--- config.mk ---
export PLATFORM = sky130hd
export DESIGN_NAME = param_counter
export DESIGN_NICKNAME = d
export VERILOG_FILES = /design/src/rtl/param_counter_pkg.sv /design/src/rtl/param_counter.sv
export SDC_FILE = /design/constraint.sdc
export NUM_CORES = 1
export LEC_CHECK = 0
export CORE_MARGIN = 3
export CORE_UTILIZATION = 53
export CTS_CLUSTER_DIAMETER = 100
export DETAILED_ROUTE_END_ITERATION = 6
export MAX_ROUTING_LAYER = met4
export PLACE_DENSITY = 0.83
export SKIP_LAST_GASP = 1
export SLEW_MARGIN = 10
export SYNTH_ARGS = -nofsm -noshare
export SYNTH_HDL_FRONTEND = slang
export SYNTH_SLANG_ARGS = --single-unit
--- constraint.sdc ---
create_clock -name clk -period 4.4 [get_ports clk]
set_clock_uncertainty 0.2 [all_clocks]
set_input_delay 1.1 -clock clk [delete_from_list [all_inputs] [get_ports clk]]
set_output_delay 1.1 -clock clk [all_outputs]
set_load 0.05 [all_outputs]
--- src/rtl/param_counter_pkg.sv ---
// Shared definitions for param_counter: mode encodings and wrap-counter width.
package param_counter_pkg;

   // Run-mode field carried on the mode port
   typedef logic [1:0] mode_t;

   localparam mode_t MODE_WRAP_UP  = 2'b00;
   localparam mode_t MODE_WRAP_DN  = 2'b01;
   localparam mode_t MODE_SAT_UP   = 2'b10;
   localparam mode_t MODE_PINGPONG = 2'b11;

   // Width and ceiling of the optional terminal-count event counter
   localparam int unsigned WRAP_CNT_W = 8;
   localparam logic [WRAP_CNT_W-1:0] WRAP_CNT_MAX = {WRAP_CNT_W{1'b1}};

endpackage : param_counter_pkg

--- src/rtl/param_counter.sv ---
// Parametrised up/down counter with wrap-up, wrap-down, saturating-up and
// ping-pong modes, synchronous load, count enable and registered tc pulse.
// Optional macro PARAM_COUNTER_WRAP_CNT_EN adds a saturating wrap_cnt output
// counting terminal-count events.
module param_counter
   import param_counter_pkg::*;
#(
   parameter int unsigned WIDTH   = 4,
   parameter int unsigned MAX_VAL = (2 ** WIDTH) - 1,
   parameter int unsigned RST_VAL = 0
) (
   input  logic             clk,
   input  logic             rst,
   input  logic             en,
   input  logic             load,
   input  logic [WIDTH-1:0] load_val,
   input  mode_t            mode,
   output logic [WIDTH-1:0] count,
   output logic             dir,
   output logic             tc
`ifdef PARAM_COUNTER_WRAP_CNT_EN
   ,
   output logic [WRAP_CNT_W-1:0] wrap_cnt
`endif
);

   localparam logic [WIDTH-1:0] MAX_C = WIDTH'(MAX_VAL);
   localparam logic [WIDTH-1:0] RST_C = WIDTH'(RST_VAL);
   localparam logic [WIDTH-1:0] ONE_C = WIDTH'(1);

   logic [WIDTH-1:0] count_nxt;
   logic             dir_nxt;
   logic             tc_nxt;

   // Next-state: load beats enable; idle cycles hold count/dir and drop tc
   always_comb begin
      count_nxt = count;
      dir_nxt   = dir;
      tc_nxt    = 1'b0;
      if (load) begin
         count_nxt = (load_val > MAX_C) ? MAX_C : load_val;
         dir_nxt   = (mode != MODE_WRAP_DN);
      end else if (en) begin
         case (mode)
            MODE_WRAP_UP: begin
               dir_nxt = 1'b1;
               if (count == MAX_C) begin
                  count_nxt = '0;
                  tc_nxt    = 1'b1;
               end else begin
                  count_nxt = count + ONE_C;
               end
            end
            MODE_WRAP_DN: begin
               dir_nxt = 1'b0;
               if (count == '0) begin
                  count_nxt = MAX_C;
                  tc_nxt    = 1'b1;
               end else begin
                  count_nxt = count - ONE_C;
               end
            end
            MODE_SAT_UP: begin
               dir_nxt = 1'b1;
               if (count != MAX_C) begin
                  count_nxt = count + ONE_C;
                  tc_nxt    = (count_nxt == MAX_C);
               end
            end
            MODE_PINGPONG: begin
               // Direction is kept from whatever mode ran before
               if (dir) begin
                  if (count == MAX_C) begin
                     count_nxt = MAX_C - ONE_C;
                     dir_nxt   = 1'b0;
                     tc_nxt    = 1'b1;
                  end else begin
                     count_nxt = count + ONE_C;
                  end
               end else begin
                  if (count == '0) begin
                     count_nxt = ONE_C;
                     dir_nxt   = 1'b1;
                     tc_nxt    = 1'b1;
                  end else begin
                     count_nxt = count - ONE_C;
                  end
               end
            end
            default: begin
               count_nxt = count;
            end
         endcase
      end
   end

   // State and output registers
   always_ff @(posedge clk or posedge rst) begin
      if (rst) begin
         count <= RST_C;
         dir   <= 1'b1;
         tc    <= 1'b0;
      end else begin
         count <= count_nxt;
         dir   <= dir_nxt;
         tc    <= tc_nxt;
      end
   end

`ifdef PARAM_COUNTER_WRAP_CNT_EN
   // Saturating count of terminal-count events, cleared by load
   always_ff @(posedge clk or posedge rst) begin
      if (rst) begin
         wrap_cnt <= '0;
      end else if (load) begin
         wrap_cnt <= '0;
      end else if (tc_nxt && (wrap_cnt != WRAP_CNT_MAX)) begin
         wrap_cnt <= wrap_cnt + WRAP_CNT_W'(1);
      end
   end
`endif

endmodule : param_counter

==> reports/results.ini <==
[run_status]
status = finished clean

[placed_design]
place_hpwl_mm = 1.36
portBuffers = 15
gp_congestion = 0.844
post_dp_cell_area_um2 = 875

[critical_path]
critPathLaunch = count[2]$_DFFE_PP0P_
worst_setup_path_start_kind = flip-flop
path_max_fanout = 17
cp.required_ps = 3100
crit_type = flip-flop to output port
r2r_start = count[1]$_DFFE_PP0P_
endpoint_kind = output port
cpPeakStageDelay_ps = 910
crit_buf_inv = 1
crit_arrival_ps = 1830
cp_slowest_cell = clkdlybuf4s50_1
critPathTopFamily = buffers and inverters
cp_cell_sequence = clkdlybuf4s50_1

[sta]
min_period_ps = 3130
finalHoldViolations = 0
timing.final.crit_share = 0.711
setup_violations = 0
final_max_slew_viol_count = 0
tightest_slew_ps = 516
slew-limit-headroom = 0.655
rsz0062_at_grt = false
fmax_mhz = 320
final.setup.tns_ps = 0

[power]
power_uw = 259
power_density_nw_per_um2 = 288
cellLeakagePower_uw = 0.000371
ir_drop_mv = 0.315

[logic_synthesis]
synthFlopType = dfrtp_1
ys_ff_latch = 6
yosysWarnings = 0
yosys-top-cells-area = dfrtp_1, ha_1, nor2_1
synth_most_common_cell = nor2_1
synth_fp_nets = 108
yosysSeqAreaShare = 0.203
netlist_instances = 94
async_reset_ff_frac = 1.00
syn_area_per_cell_um2 = 7.93
syn-cell-area_um2 = 746
synth_top_area_cell = dfrtp_1
synthTopCellsByCount = nor2_1, inv_1
synth_cell_types = 44
synth_top_area_share = 0.168
synth-edff-count = 0

[clock_tree]
cts-resized-gates = 0
hold_buffers = 0
cts-htree-levels = 1
clk_path_buf_depth = 2
numCtsBuffers = 3
clk_latency_ps = 260
cts_tree = done
cts_sinks = 6
cts_root_buf = clkbuf_4
postCtsSetupBuffers = 0
path_clk_slew_ps = 50

[global_routing]
overflow = 0
grt_pass1_vias = 698
grt_pass1_wl_mm = 3.18
global_route.usage.total = 0.229
grt_max_degree = 18
antenna_found_initial = 0

[route]
routedWlPerCell_um = 16.0
drtIter0Drc = 26
routed_wl_mm = 1.92
wl_met2_um = 910
top_layer = met4
wl_met1_um = 800
num_vias = 799
drtAntennaViolNets = 0
post_drt_via_cell_ratio = 6.66
dr_wl_met3_um = 156
route.detailed.drc = 0
first_pass_iters = 5

[layout]
fill_cells = 108
final_area_um2 = 901
fin_util = 0.741
nNetsFinal = 121
area_delta_synth_final_pct = 20.8
drive_gt1_frac = 0.142
num_antenna_cells = 0

[job]
max-cap-violations = 0

[floorplan]
fp.dieW_um = 43.5
num_rows = 12
die_h_um = 43.5
start_util = 0.613
coreArea_um2 = 1220
die-area_um2 = 1890
ios = 16

[worst_hold_path]
hold_path_class = flip-flop to flip-flop
hold_start = dir$_DFFE_PP1P_

==> worst paths after layout <==
| path | slack, ps | endpoint | cells after the start |
|---|---|---|---|
| worst max register to register | 2220 | count[1]$_DFFE_PP0P_ | 5 |
| worst min register to register | 570 | dir$_DFFE_PP1P_ | 3 |
| worst max-delay path | 1270 | count[2] | 1 |
| max in group asynchronous | 2890 | dir$_DFFE_PP1P_ | 2 |
| worst min-delay path | 570 | dir$_DFFE_PP1P_ | 3 |
| min in group asynchronous | 860 | count[0]$_DFFE_PP0P_ | 2 |
==> cell type report <==
class	instances	area, um2	share of cell area
inverter	7	26.3	0.0292
clock buffer	4	26.3	0.0292
tap	14	17.5	0.0194
multi-input combinational	74	529	0.588
timing repair buffer	15	150	0.167
sequential	6	151	0.168
==> through the flow <==
stage,hold slack [ps],cells,worst slack [ps]
finish,572,120,1270
global route,636,120,1230
CTS,583,120,1280
detailed placement,570,116,1310
global placement,560,116,1270
floorplan,690,94,2160
==> per-layer routing <==
layer,track usage,up-vias
li1,-,379
met5,-,-
met2,0.354,45
met3,0.0622,6
met1,0.280,369
met4,0.0904,0
==> logic make-up after synthesis <==
| family | Yosys count | share of synthesized area |
|---|---|---|
| adders and majority gates | 4 | 0.0671 |
| AOI/OAI and AO/OA | 33 | 0.320 |
| buffers and inverters | 14 | 0.0872 |
| muxes | 3 | 0.0403 |
| and+or+nand+nor | 33 | 0.270 |
| xor gates and xnor gates | 1 | 0.0117 |
| DFF | 6 | 0.203 |
==> worst register-to-register path, stage by stage, from the launching register on <==
cell	delay, ps
dfrtp_1	540
ha_1	440
nand3_1	220
o31ai_2	330
a211oi_1	90
a221oi_1	270
==> cells in the final DEF, fill, tap and decap left out, types with 2 or more instances in the layout <==
cell	Yosys	routed
a211oi_1	2	2
a21boi_0	2	2
a21o_1	2	2
a21oi_1	5	5
a221oi_1	2	2
a31oi_1	4	4
clkbuf_4	0	3
clkdlybuf4s50_1	0	15
dfrtp_1	5	5
ha_1	4	4
inv_1	6	6
mux2i_1	3	3
nand2_1	3	3
nand2b_1	3	3
nand3_1	2	2
nor2_1	9	9
nor3_1	5	5
o21ai_0	5	5
==> state kept, by name, summed over array words and instances, names as in the netlist <==
| name | flops |
|---|---|
| dir | 1 |
| tc | 1 |
| count | 4 |
==> power breakdown <==
| group | switching [uW] | internal [uW] |
|---|---|---|
| combinational | 68.2 | 51.0 |
| clock | 24.2 | 34.6 |
| sequential | 19.6 | 61.8 |
| total | 112 | 147 |
No activity file was read; power rests on OpenSTA's default activity.
